<file path="src/rtl/alu_exec_unit_if.sv">
// Handshake bundle between the ALU control decoder side and the execute-stage ALU.
// The producer/consumer side uses the master modport, the ALU uses slave.
interface alu_exec_unit_if #(
  parameter int unsigned WIDTH   = 32,
  parameter int unsigned SHAMT_W = 5
);
  logic               in_valid;
  logic               in_ready;
  logic [3:0]         ctrl;
  logic [WIDTH-1:0]   op_a;
  logic [WIDTH-1:0]   op_b;
  logic [SHAMT_W-1:0] shamt;
  logic               out_valid;
  logic               out_ready;
  logic [WIDTH-1:0]   result;
  logic               zero;
  logic               ovf;
  logic               illegal;

  modport master (
    output in_valid, ctrl, op_a, op_b, shamt, out_ready,
    input  in_ready, out_valid, result, zero, ovf, illegal
  );

  modport slave (
    input  in_valid, ctrl, op_a, op_b, shamt, out_ready,
    output in_ready, out_valid, result, zero, ovf, illegal
  );
endinterface

</file>
<file path="src/rtl/alu_exec_unit.sv">
// Execute-stage ALU: single-cycle AND/OR/ADD/SUB, bit-serial SLL/SRL under a
// three-state FSM, valid/ready on both sides.
module alu_exec_unit #(
  parameter int unsigned WIDTH   = 32,
  parameter int unsigned SHAMT_W = 5
) (
  input logic             clk,
  input logic             rst_n,
  alu_exec_unit_if.slave  bus
);

  localparam logic [3:0] OP_AND = 4'b0000;
  localparam logic [3:0] OP_OR  = 4'b0001;
  localparam logic [3:0] OP_ADD = 4'b0010;
  localparam logic [3:0] OP_SUB = 4'b0100;
  localparam logic [3:0] OP_SLL = 4'b1000;
  localparam logic [3:0] OP_SRL = 4'b1001;

  typedef enum logic [1:0] {S_IDLE, S_SHIFT, S_DONE} state_t;

  state_t             r_state,   w_state_nxt;
  logic [WIDTH-1:0]   r_work,    w_work_nxt;
  logic [SHAMT_W-1:0] r_cnt,     w_cnt_nxt;
  logic               r_left,    w_left_nxt;
  logic               r_zero,    w_zero_nxt;
  logic               r_ovf,     w_ovf_nxt;
  logic               r_illegal, w_illegal_nxt;
  logic               r_in_ready;
  logic               r_out_valid;

  logic [WIDTH-1:0]   w_sum;
  logic [WIDTH-1:0]   w_diff;
  logic [WIDTH-1:0]   w_shifted;
  logic               w_a_msb;
  logic               w_b_msb;

  assign w_sum     = bus.op_a + bus.op_b;
  assign w_diff    = bus.op_a - bus.op_b;
  assign w_shifted = r_left ? (r_work << 1) : (r_work >> 1);
  assign w_a_msb   = bus.op_a[WIDTH-1];
  assign w_b_msb   = bus.op_b[WIDTH-1];

  // Next-state and datapath; flags change only on entry to DONE so they stay
  // stable (and reflect the final result only) across a whole shift.
  always_comb begin
    w_state_nxt   = r_state;
    w_work_nxt    = r_work;
    w_cnt_nxt     = r_cnt;
    w_left_nxt    = r_left;
    w_zero_nxt    = r_zero;
    w_ovf_nxt     = r_ovf;
    w_illegal_nxt = r_illegal;

    case (r_state)
      S_IDLE: begin
        if (bus.in_valid) begin
          w_state_nxt   = S_DONE;
          w_ovf_nxt     = 1'b0;
          w_illegal_nxt = 1'b0;
          case (bus.ctrl)
            OP_AND: w_work_nxt = bus.op_a & bus.op_b;
            OP_OR:  w_work_nxt = bus.op_a | bus.op_b;
            OP_ADD: begin
              w_work_nxt = w_sum;
              w_ovf_nxt  = (w_a_msb == w_b_msb) && (w_sum[WIDTH-1] != w_a_msb);
            end
            OP_SUB: begin
              w_work_nxt = w_diff;
              w_ovf_nxt  = (w_a_msb != w_b_msb) && (w_diff[WIDTH-1] != w_a_msb);
            end
            OP_SLL, OP_SRL: begin
              w_work_nxt = bus.op_b;
              w_cnt_nxt  = bus.shamt;
              w_left_nxt = (bus.ctrl == OP_SLL);
              if (bus.shamt != '0) begin
                w_state_nxt   = S_SHIFT;
                w_ovf_nxt     = r_ovf;
                w_illegal_nxt = r_illegal;
              end
            end
            default: begin
              w_work_nxt    = '0;
              w_illegal_nxt = 1'b1;
            end
          endcase
          if (w_state_nxt == S_DONE) begin
            w_zero_nxt = (w_work_nxt == '0);
          end
        end
      end
      S_SHIFT: begin
        w_work_nxt = w_shifted;
        w_cnt_nxt  = r_cnt - SHAMT_W'(1);
        if (r_cnt == SHAMT_W'(1)) begin
          w_state_nxt   = S_DONE;
          w_zero_nxt    = (w_shifted == '0);
          w_ovf_nxt     = 1'b0;
          w_illegal_nxt = 1'b0;
        end
      end
      S_DONE: begin
        if (bus.out_ready) begin
          w_state_nxt = S_IDLE;
        end
      end
      default: w_state_nxt = S_IDLE;
    endcase
  end

  // Handshake outputs are registered copies of the next-state decode.
  always_ff @(posedge clk or negedge rst_n) begin
    if (!rst_n) begin
      r_state     <= S_IDLE;
      r_work      <= '0;
      r_cnt       <= '0;
      r_left      <= 1'b0;
      r_zero      <= 1'b0;
      r_ovf       <= 1'b0;
      r_illegal   <= 1'b0;
      r_in_ready  <= 1'b1;
      r_out_valid <= 1'b0;
    end else begin
      r_state     <= w_state_nxt;
      r_work      <= w_work_nxt;
      r_cnt       <= w_cnt_nxt;
      r_left      <= w_left_nxt;
      r_zero      <= w_zero_nxt;
      r_ovf       <= w_ovf_nxt;
      r_illegal   <= w_illegal_nxt;
      r_in_ready  <= (w_state_nxt == S_IDLE);
      r_out_valid <= (w_state_nxt == S_DONE);
    end
  end

  assign bus.in_ready  = r_in_ready;
  assign bus.out_valid = r_out_valid;
  assign bus.result    = r_work;
  assign bus.zero      = r_zero;
  assign bus.ovf       = r_ovf;
  assign bus.illegal   = r_illegal;

endmodule

</file>
<file path="src/flat_wrapper.sv">
// flat-port wrapper written by rule: the top's interface ports become plain ports
module alu_exec_unit_flat 
#(
  parameter int unsigned WIDTH   = 32,
  parameter int unsigned SHAMT_W = 5
)
  (clk, rst_n, bus_in_valid, bus_ctrl, bus_op_a, bus_op_b, bus_shamt, bus_out_ready, bus_in_ready, bus_out_valid, bus_result, bus_zero, bus_ovf, bus_illegal);
  alu_exec_unit_if #(.WIDTH(WIDTH), .SHAMT_W(SHAMT_W)) bus_i ();
  input logic clk;
  input logic rst_n;
  input wire logic [$bits(bus_i.in_valid)-1:0] bus_in_valid;
  input wire logic [$bits(bus_i.ctrl)-1:0] bus_ctrl;
  input wire logic [$bits(bus_i.op_a)-1:0] bus_op_a;
  input wire logic [$bits(bus_i.op_b)-1:0] bus_op_b;
  input wire logic [$bits(bus_i.shamt)-1:0] bus_shamt;
  input wire logic [$bits(bus_i.out_ready)-1:0] bus_out_ready;
  output wire logic [$bits(bus_i.in_ready)-1:0] bus_in_ready;
  output wire logic [$bits(bus_i.out_valid)-1:0] bus_out_valid;
  output wire logic [$bits(bus_i.result)-1:0] bus_result;
  output wire logic [$bits(bus_i.zero)-1:0] bus_zero;
  output wire logic [$bits(bus_i.ovf)-1:0] bus_ovf;
  output wire logic [$bits(bus_i.illegal)-1:0] bus_illegal;
  assign bus_i.in_valid = bus_in_valid;
  assign bus_i.ctrl = bus_ctrl;
  assign bus_i.op_a = bus_op_a;
  assign bus_i.op_b = bus_op_b;
  assign bus_i.shamt = bus_shamt;
  assign bus_i.out_ready = bus_out_ready;
  assign bus_in_ready = bus_i.in_ready;
  assign bus_out_valid = bus_i.out_valid;
  assign bus_result = bus_i.result;
  assign bus_zero = bus_i.zero;
  assign bus_ovf = bus_i.ovf;
  assign bus_illegal = bus_i.illegal;
  alu_exec_unit #(.WIDTH(WIDTH), .SHAMT_W(SHAMT_W)) u_core (.clk(clk), .rst_n(rst_n), .bus(bus_i));
endmodule
</file>
<file path="config.mk">
export PLATFORM = sky130hd
export DESIGN_NAME = alu_exec_unit_flat
export DESIGN_NICKNAME = d
export VERILOG_FILES = /design/src/rtl/alu_exec_unit_if.sv /design/src/rtl/alu_exec_unit.sv /design/src/flat_wrapper.sv
export SDC_FILE = /design/constraint.sdc
export NUM_CORES = 1
export LEC_CHECK = 0
export ABC_AREA = 1
export CORE_AREA = 2 2 138 140
export CTS_BUF_LIST = sky130_fd_sc_hd__clkbuf_2
export CTS_CLUSTER_SIZE = 30
export DETAILED_ROUTE_END_ITERATION = 7
export DIE_AREA = 0 0 140 142
export HOLD_SLACK_MARGIN = 0.1
export MAX_ROUTING_LAYER = met4
export PLACE_DENSITY = 0.71
export SLEW_MARGIN = 10
export SYNTH_ARGS = -nofsm -noshare
export SYNTH_HDL_FRONTEND = slang
export SYNTH_SLANG_ARGS = --single-unit
</file>
<file path="constraint.sdc">
create_clock -name clk -period 2.4 [get_ports clk]
set_clock_uncertainty 0.2 [all_clocks]
set_input_delay 0.6 -clock clk [delete_from_list [all_inputs] [get_ports clk]]
set_output_delay 0.6 -clock clk [all_outputs]
set_load 0.005 [all_outputs]
</file>
After elaboration in Yosys (flattened, before gate mapping)
Index checks and enable logic that the tools add are counted.
W data, S select, Z words.
- latch bits: 0
- memory bits (writable): 0
- logic and storage cells: 78
- input port bits: 77
- output and inout bits: 37
- register bits after elaboration: 45
- memory bits (read-only): 0
- memories kept: 0
- reduce and logical (&&, ||, !) cells: 16
- $mul: 0
- $add $sub $neg: 3
- muxes and demuxes: 29
- shift operators: 0
- divide/modulo/power cells: 0
- eq/ne operators: 19
- bitwise logic cells: 2
- magnitude comparators: 0
- operators by type and width (operator ; number):
    $pmux W32 S5 ; 1
    $mux W32 ; 4
    $logic_not A32 Y1 ; 2
    $pmux W32 S2 ; 1
    $add A32 B32 Y32 ; 1
    $and A32 B32 Y32 ; 1
    $or A32 B32 Y32 ; 1
    $sub A32 B32 Y32 ; 1
    $mux W2 ; 7
    $mux W5 ; 2
    $pmux W5 S2 ; 1
    $eq A4 B4 Y1 const B ; 2
    $pmux W1 S2 ; 4
    $reduce_and A4 Y1 ; 2
    $mux W1 ; 7
    $eq A2 B2 Y1 const B ; 3
    $pmux W2 S3 ; 1
    $reduce_and A3 Y1 ; 2
    $eq A5 B1 Y1 const B ; 1
    $reduce_bool A5 Y1 ; 1
    $sub A5 B1 Y5 const B ; 1
    $eq A4 B1 Y1 const B ; 1
    $eq A4 B2 Y1 const B ; 1
    $eq A4 B3 Y1 const B ; 1
    other kinds (14) ; 20

Longest topological paths before layout
Gate-level depths: netlist of the first run.
- depth in word-level cells: 9
- mapped depth: 21
- mapped depth without buffers: 20

Worst setup path before layout of the first run
No wires, ideal clock.
- kind: input port to flip-flop
- start point: input bus_op_b[0]
- end point: register u_core.r_zero, in the netlist u_core.bus.zero
- path slack: -0.309 ns
- cell stages on the path: 20
- arrival time: 2.436 ns
- path through: ha_1 inv_1 fa_1 inv_1 nand3_1 nand2_2 nand2_1 nand2_2 nand2_1 nand2_1 nand3_1 nand3_1 nand2_1 nand2_1 nor2_1 nor2_1 nand2_1 nor2_1 nand2_1 a21oi_2
- longest elaborated chain between the ends: 8
- elaborated cells on any way between the ends: 11
- those cells by class: add/sub: 2; mux: 6; bitwise: 2; reduce/logical: 1
- ends and longest elaborated chain (item ; line ; text):
    start, declared ; flat_wrapper.sv:14 ; input wire logic [$bits(bus_i.op_b)-1:0] bus_op_b;
    $sub A32 B32 Y32 (tied with other cells) ; alu_exec_unit.sv:38 ; assign w_diff = bus.op_a - bus.op_b;
    $pmux W32 S5 (*) ; alu_exec_unit.sv:60 ; case (bus.ctrl)
    $mux W32 (*) ; alu_exec_unit.sv:56 ; if (bus.in_valid) begin
    $mux W32 (*) ; alu_exec_unit.sv:54 ; case (r_state)
    $logic_not A32 Y1 (*) ; alu_exec_unit.sv:87 ; w_zero_nxt = (w_work_nxt == '0);
    $mux W1 (*) ; alu_exec_unit.sv:86 ; if (w_state_nxt == S_DONE) begin
    $mux W1 (*) ; alu_exec_unit.sv:56 ;
    $pmux W1 S2 (*) ; alu_exec_unit.sv:54 ;
    end signal, assigned ; alu_exec_unit.sv:127 ; r_zero <= w_zero_nxt;
    end, declared ; alu_exec_unit.sv:25 ; logic r_zero, w_zero_nxt;
Mark *: on every way between the ends. The rest lies on a longest branch, timed or not. The select of a mux whose other input is x is not followed.
A chain may end at the register's enable or synchronous reset.

Worst setup path in the final report of the first run
- start point: input bus_op_a[0]
- end point: register u_core.r_zero, in the netlist u_core.bus.zero
- longest elaborated chain between the ends: 8
- elaborated cells on any way between the ends: 11
- those cells by class: add/sub: 2; mux: 6; bitwise: 2; reduce/logical: 1
- ends and longest elaborated chain (item ; line ; text):
    start, declared ; flat_wrapper.sv:13 ; input wire logic [$bits(bus_i.op_a)-1:0] bus_op_a;
    $sub A32 B32 Y32 (tied with other cells) ; alu_exec_unit.sv:38 ;
    $pmux W32 S5 (*) ; alu_exec_unit.sv:60 ;
    $mux W32 (*) ; alu_exec_unit.sv:56 ;
    $mux W32 (*) ; alu_exec_unit.sv:54 ;
    $logic_not A32 Y1 (*) ; alu_exec_unit.sv:87 ;
    $mux W1 (*) ; alu_exec_unit.sv:86 ;
    $mux W1 (*) ; alu_exec_unit.sv:56 ;
    $pmux W1 S2 (*) ; alu_exec_unit.sv:54 ;
Marked as above.

==> results of run 1 <==
==> through the flow <==
stage,setup TNS (ns),utilization (%),instances,cell area (um2),worst slack (ns)
after global routing,-6.528,91.57,2398,16900,-0.7053
after CTS,-0.3264,83.11,2363,15340,-0.1678
final,-5.147,91.57,2398,16900,-0.6374
after global placement,-33.56,72.54,2296,13390,-1.305
after floorplan,-0.3224,-,1647,9518,-0.2006
after detailed placement,-35.84,72.54,2296,13390,-1.308
==> timing repair <==
item / CTS / global route
pin swaps: 189 / 212
cloned: 1 / 0
setup buffers: 58 / 41
setup endpoints to repair: 34 / 25
hold buffers: 1 / 0
hold endpoints to repair: 15 / 0
resized for setup: 598 / 413
==> power by group <==
part	leakage, nW	switching, mW	internal [mW]
Clock	0.0328	0.265	0.0729
Sequential	0.580	0.256	1.05
Combinational	8.01	3.24	2.52
Total	8.62	3.76	3.64
==> worst max-delay path, delay by kind of cell <==
kind | cells | cell delay (ns)
compound gates | 1 | 0.12
fa+ha+maj | 2 | 0.52
simple gates | 15 | 1.61
buf+inv | 4 | 0.36
==> layer usage <==
metal | global-route usage [%] | share of wire, % | routed length, um
met2 | 75.55 | 43 | 23940
met5 | - | 0 | 0
met4 | 24.24 | 12 | 6755
met1 | 50.53 | 32 | 17860
met3 | 7.100 | 13 | 7563
==> kinds of logic (layout without fill, tap and decap cells) <==
family	after synthesis	count (layout)	share of synthesized area (%)
AOI/OAI and AO/OA	215	215	13.97
xor gates and xnor gates	5	5	0.4636
adders and majority gates	104	104	13.93
buffers and inverters	380	895	16.82
DFF	45	45	11.93
muxes	1	1	0.1192
other	0	2	0
and+or+nand+nor	897	897	42.76
==> area by class of cell <==
class	instances	area (um2)	share of cell area, %
antenna	2	5.005	0.02961
tap	234	292.8	1.732
sequential	45	1127	6.671
inverter	320	1262	7.470
clock buffer	6	30.03	0.1777
timing repair buffer	567	4911	29.06
clock inverter	2	10.01	0.05923
multi-input combinational	1222	9261	54.80
==> layout by cell type (no fill, tap or decap), types with 21 or more instances in the layout <==
cell type,synthesis,layout
nand2_1,460,286
nor2_4,12,51
inv_1,282,184
buf_4,18,374
nand4_1,21,21
buf_6,11,74
nor2_2,26,39
nand3_2,6,56
nand2_2,25,139
inv_2,36,114
clkdlybuf4s50_1,0,46
o21ai_0,70,55
nand3_1,152,82
a21oi_2,11,25
ha_1,102,50
nand2_4,5,63
dfrtp_1,44,44
a21oi_1,56,28
nor2_1,149,97
ha_4,0,37
==> worst max path at each step <==
stage / from / endpoint / slack (ns) / cells after the start
6_report: bus_op_a[0] / u_core.bus.zero / -0.64 / 22
5_1_grt: bus_op_a[0] / u_core.bus.zero / -0.71 / 22
4_1_cts: bus_op_b[0] / u_core.bus.zero / -0.17 / 18
3_5_place_dp: bus_op_b[10] / u_core.bus.zero / -1.31 / 21
3_3_place_gp: bus_op_b[6] / u_core.bus.zero / -1.31 / 19
2_1_floorplan: bus_op_b[0] / u_core.bus.zero / -0.20 / 20
==> reports/results.txt, run 1 <==
CP startpoint kind: primary input
cell count after synthesis: 1,647
Worst Hold Endpoint: u_core.bus.illegal
hpwl dp: 32.52 mm
Min-Delay Path Class: reg2reg
height of the chip: 142 um
Synth top area share: 18.28%
area leader, netlist: nand2_1
Starting DRT DRC Count: 2,187
PD cells: 437.5 nW/um2
CTS Buf Count: 5
share of post-route cells with drive strength above 1: 53.42%
Min Hold Slack: 0.3473 ns
Cell Rows: 50
via count: 15.36k
initial antenna violation count: 1
CP max stage delay: 0.37 ns
TritonCTS clock tree: built
total global-route track usage: 44.47%
fmax: 0.3292 GHz
outcome: finished with violations
worst slew pin tran: 0.5782 ns
worst-path cell chain: buf_8 -> ha_4 -> inv_4 -> fa_2 -> inv_2 -> nand3_4 -> nand2_4 -> nand2_4 -> nand2_4 -> nand2_4 -> nand2_4 -> buf_6 -> nand2_2 -> nand3_2 -> nand3_2 -> nor2_2 -> nand2_2 -> nor2_1 -> nand2_1 -> nor2_1 -> nand2_1 -> a21oi_2
worst skew pair latency: 0.46 ns
Async S/R FF share, synth: 100.0%
RePlAce Congestion: 1.057
number of global-route vias before repair: 13.40k
HP Start: u_core.bus.illegal
FF-to-FF setup slack: 0.24 ns
WL/cell: 23.40 um
Hold Vio Cnt, Final: 0
Initial Util: 51.19%
clk root buf: clkbuf_2
Layout area overhead: 78.90%
reg2reg end: u_core.bus.in_ready
Synthesis Warnings: 0
clk sinks: 45
R2R cell count: 7
slowest CP cell: fa_2
syn nets: 1,828
port bufs: 113
first-pass GRT wire length: 67.97 mm
drt drc: 9
Synth area leaders: nand2_1, ha_1, dfrtp_1
Core Footprint: 18,460 um2
x dimension of the die: 140 um
I/O pin count: 114
required time worst endpoint: 2.61 ns
most frequent cell after synthesis: nand2_1
Critical Path Fanout Max: 5
fillers: 749
RSZ-0062 raised after global routing: true
drt first pass iters: 8
CTS H-tree lvls: 2
post-synthesis sequential area ratio: 11.93%
Mapped Area: 9447 um2
CP most frequent cell: nand2_4
prevailing post-synth register cell: dfrtp_1
synth cell count leaders: nand2_1, inv_1, nand3_1
violated checks: DRC, setup timing
DIE AREA: 19,880 um2
WP data arrival: 3.24 ns
nature of the critical path endpoint: flop
Tmin final: 3.037 ns
largest net degree at the start of global routing: 63
cell count of the worst hold path: 2
Final period util: 126.6%
Slew Viols, Final: 0
final wirelength: 56.12 mm
FF-to-FF Start: u_core.r_state[1]
Slew HR: 61.04%
max cap viols: 0
Clock Path Buffers: 2
antenna viol nets, final: 0
Leakage: 8.623 nW
worst setup path class: in2reg
fin nets: 2,342
Power Total: 7.394 mW
Overflow after GRT: 0
Post-synth EDFFs: 0
Yosys cell types: 48
synthesized flop and latch total: 45
max FFs per register: 32
Worst VDD drop: 0.3039 mV
Reg clk slew, reported paths: 0.22 ns
Synth Area per Inst: 5.736 um2
via/cell ratio: 6.405
Setup Viol. Count Final: 27
post-route setup slack: -0.6374 ns
Note: power is estimated with default switching activity, not from simulation.
==> run 2: changes to the inputs <==
--- a/config.mk
+++ b/config.mk
@@ -8,13 +8,13 @@
 export ABC_AREA = 1
 export CORE_AREA = 2 2 138 140
 export CTS_BUF_LIST = sky130_fd_sc_hd__clkbuf_2
-export CTS_CLUSTER_SIZE = 30
+export CTS_CLUSTER_SIZE = 16
 export DETAILED_ROUTE_END_ITERATION = 7
 export DIE_AREA = 0 0 140 142
 export HOLD_SLACK_MARGIN = 0.1
 export MAX_ROUTING_LAYER = met4
 export PLACE_DENSITY = 0.71
-export SLEW_MARGIN = 10
+export SLEW_MARGIN = 40
 export SYNTH_ARGS = -nofsm -noshare
 export SYNTH_HDL_FRONTEND = slang
 export SYNTH_SLANG_ARGS = --single-unit
==> results of run 2 <==
No change in the layout: final DEF, timing and power equal those of run 1.
==> run 3: changes to the inputs <==
--- a/config.mk
+++ b/config.mk
@@ -13,7 +13,7 @@
 export DIE_AREA = 0 0 140 142
 export HOLD_SLACK_MARGIN = 0.1
 export MAX_ROUTING_LAYER = met4
-export PLACE_DENSITY = 0.71
+export PLACE_DENSITY = 0.75
 export SLEW_MARGIN = 40
 export SYNTH_ARGS = -nofsm -noshare
 export SYNTH_HDL_FRONTEND = slang
==> run 3 against run 2 <==
Net effect: the run now fails in global routing (5_1_grt); synthesized area unchanged; synthesized cell count unchanged.
==> reports/results.txt, run 3 <==
synth cell count leaders: nand2_1, inv_1, nand3_1
largest net degree at the start of global routing: 63
GR repair worst EP: u_core.bus.zero$_DFFE_PN0P_/D
Overflow after GRT: 43
Clock Path Buffers: 2
clk root buf: clkbuf_2
Synth Area per Inst: 5.736 um2
port bufs: 113
Placement Setup Slack: -1.367 ns
x dimension of the die: 140 um
area leader, netlist: nand2_1
Worst EP kind: sequential cell input
Async S/R FF share, synth: 100.0%
prevailing post-synth register cell: dfrtp_1
total global-route track usage: 70.58%
Initial Util: 51.19%
I/O pin count: 114
Synth area leaders: nand2_1, ha_1, dfrtp_1
Post-synth EDFFs: 0
hpwl dp: 32.81 mm
height of the chip: 142 um
Halt Reason: [ERROR GRT-0232] Routing congestion too high. Check the congestion heatmap in the GUI.
most frequent cell after synthesis: nand2_1
Synth top area share: 18.28%
post-synthesis sequential area ratio: 11.93%
Stopped at: global routing (5_1_grt)
Mapped Area: 9447 um2
outcome: did not finish
cell count after synthesis: 1,647
RePlAce Congestion: 1.022
syn nets: 1,828
CTS Buf Count: 5
CTS H-tree lvls: 2
clk sinks: 45
Synthesis Warnings: 0
Yosys cell types: 48
Cell Rows: 50
synthesized flop and latch total: 45
## run 3: stage by stage
stage,cell area (um2),std cells,hold slack (ns),setup TNS [ns]
after floorplan,9518,1647,0.1044,-0.3224
after CTS,15550,2362,0.3475,-0.4523
after detailed placement,13480,2303,0.3012,-34.71
after global placement,13480,2303,0.2846,-32.57
## run 3: kinds of logic after synthesis
family	after synthesis	synth area share, %
buf+inv	380	16.82
compound gates	215	13.97
flops	45	11.93
mux	1	0.1192
xor+xnor	5	0.4636
simple gates	897	42.76
fa+ha+maj	104	13.93
## run 3: timing repair
item / 4_1_cts
endpoints found under the hold margin: 21
buffers inserted: 50
hold buffers: 1
pin swaps: 182
cloned: 0
resized for setup: 604
setup endpoints to repair: 34
## run 3: layer usage
metal | track usage [%] | GRT overflow
met1 | 67.79 | 0
met2 | 93.54 | 26
met3 | 44.68 | 1
met4 | 71.56 | 16
met5 | - | -
==> run 4: changes to the inputs <==
==> config.mk (replaced) <==
export PLATFORM = sky130hd
export DESIGN_NAME = alu_exec_unit_flat
export DESIGN_NICKNAME = d
export VERILOG_FILES = /design/src/rtl/alu_exec_unit_if.sv /design/src/rtl/alu_exec_unit.sv /design/src/flat_wrapper.sv
export SDC_FILE = /design/constraint.sdc
export NUM_CORES = 1
export LEC_CHECK = 0
export ABC_AREA = 1
export CORE_AREA = 2 2 163 165
export DETAILED_ROUTE_END_ITERATION = 7
export DIE_AREA = 0 0 165 167
export PLACE_DENSITY_LB_ADDON = 0.15
export SLEW_MARGIN = 40
export SYNTH_ARGS = -nofsm -noshare
export SYNTH_HDL_FRONTEND = slang
export SYNTH_SLANG_ARGS = --single-unit
==> run 4 against run 3 <==
Net effect: the flow now finishes, with violations (setup timing).
==> reports/results.txt, run 4 (same netlist as run 1, synthesis figures left out) <==
outcome: finished with violations
violated checks: setup timing
fmax: 0.3508 GHz
Reg clk slew, reported paths: 0.07 ns
RePlAce Congestion: 0.9665
WP data arrival: 2.88 ns
clk sinks: 45
Overflow after GRT: 0
post-layout util: 71.67%
Min-Delay Path Class: in2async
Power Total: 7.759 mW
Cell Rows: 59
Setup Viol. Count Final: 20
x dimension of the die: 165 um
Crit path max-delay family: simple AND/OR/NAND/NOR gates
antenna viol nets, final: 0
drt first pass iters: 5
placed cell area: 13,720 um2
Initial Util: 36.67%
Hold Vio Cnt, Final: 0
PD cells: 420.2 nW/um2
RSZ-0062 raised after global routing: true
Final period util: 118.8%
post-route setup slack: -0.4505 ns
WP depth: 20
largest net degree at the start of global routing: 63
worst skew pair latency: 0.29 ns
WL/cell: 17.57 um
Tmin final: 2.851 ns
cts hold-fix bufs: 0
Slew Viols, Final: 0
number of diodes: 0
slowest CP cell: a21oi_4
CTS Buf Count: 5
commonest non-fill, non-tap cell in the layout: buf_4
CP most frequent cell: nand2_1
first-pass GRT wire length: 65.90 mm
clk root buf: clkbuf_16
worst setup path class: in2reg
via/cell ratio: 5.248
Core Footprint: 25,760 um2
TritonCTS clock tree: built
CP max stage delay: 0.19 ns
Inst Count DP: 2,419
required time worst endpoint: 2.43 ns
total global-route track usage: 30.20%
max cap viols: 0
I/O pin count: 114
fin cells: 2,543
Min Hold Slack: 0.08071 ns
Critical Path Fanout Max: 3
worst-path cell chain: buf_6 -> buf_4 -> ha_4 -> a21oi_4 -> nand2_4 -> nand2_2 -> nand2_2 -> buf_6 -> nand2_4 -> buf_4 -> nand3_1 -> nand3_1 -> nand3_2 -> nor2_1 -> nand2_1 -> nor2_2 -> nand2_1 -> nor2_2 -> nand2_1 -> a21oi_2
fin nets: 2,388
port bufs: 113
R2R cell count: 13
number of global-route vias before repair: 12.74k
share of post-route cells with drive strength above 1: 59.56%
CTS H-tree lvls: 2
Starting DRT DRC Count: 1,132
worst slew pin tran: 0.5301 ns
max FFs per register: 32
Finished Cell Area: 18,470 um2
DIE AREA: 27,560 um2
via count: 13.35k
Layout area overhead: 95.47%
most frequent cells in the layout: buf_4, nand2_1, inv_1
hpwl dp: 33.27 mm
height of the chip: 167 um
final wirelength: 44.67 mm
Leakage: 9.263 nW
Worst VDD drop: 0.5975 mV
initial antenna violation count: 0
Clock Path Buffers: 2
CP startpoint kind: primary input
drt drc: 0
nature of the critical path endpoint: flop
Buf/Inv on CP: 4
Slew HR: 64.66%
==> run 4: worst paths after layout <==
check	start	to	slack [ns]
hold reg to reg	u_core.bus.result[0]	u_core.bus.result[0]	0.33
min in group clk	u_core.bus.result[0]	u_core.bus.result[0]	0.33
setup / recovery	bus_op_a[1]	u_core.bus.zero	-0.45
max in group asynchronous	rst_n	u_core.r_cnt[0]	1.33
hold / removal	rst_n	u_core.r_state[0]	0.08
setup reg to reg	u_core.r_state[0]	u_core.bus.zero	0.18
==> run 4: cell type report <==
cell class	count	area [um2]
Timing Repair Buffer	613	5475
Multi-Input combinational cell	1222	9981
Fill cell	2013	7298
Clock buffer	6	138.9
Inverter	320	1310
Sequential cell	45	1127
Clock inverter	2	13.76
Tap cell	335	419.2
==> run 4: what timing repair did <==
action                     CTS  global route
gates cloned                 0             0
setup endpoints to repair   35            36
gates resized for setup    880           415
pin swaps                  295           246
buffers inserted            99            46
hold endpoints to repair     0             0
==> run 4: power breakdown <==
| group | total (mW) | switching [mW] | internal (mW) |
|---|---|---|---|
| logic | 5.73 | 3.04 | 2.68 |
| clock network | 0.719 | 0.304 | 0.415 |
| registers | 1.31 | 0.261 | 1.05 |
| total | 7.76 | 3.61 | 4.15 |
==> run 4: per-layer routing <==
layer | GRT usage, % | vias up | share of wire (%)
met5 | 0 | - | 0
met4 | 9.792 | 0 | 4.6
met3 | 2.491 | 145 | 6.6
met2 | 51.23 | 556 | 47
met1 | 40.21 | 6312 | 42
li1 | - | 6333 | -
==> run 4: stage by stage <==
| stage | setup slack, ns | setup TNS (ns) |
|---|---|---|
| 3_5_place_dp | -1.376 | -33.69 |
| 3_3_place_gp | -1.359 | -32.97 |
| 5_1_grt | -0.5261 | -4.882 |
| 6_report | -0.4505 | -3.148 |
| 2_1_floorplan | -0.2006 | -0.3224 |
| 4_1_cts | -0.3318 | -2.469 |
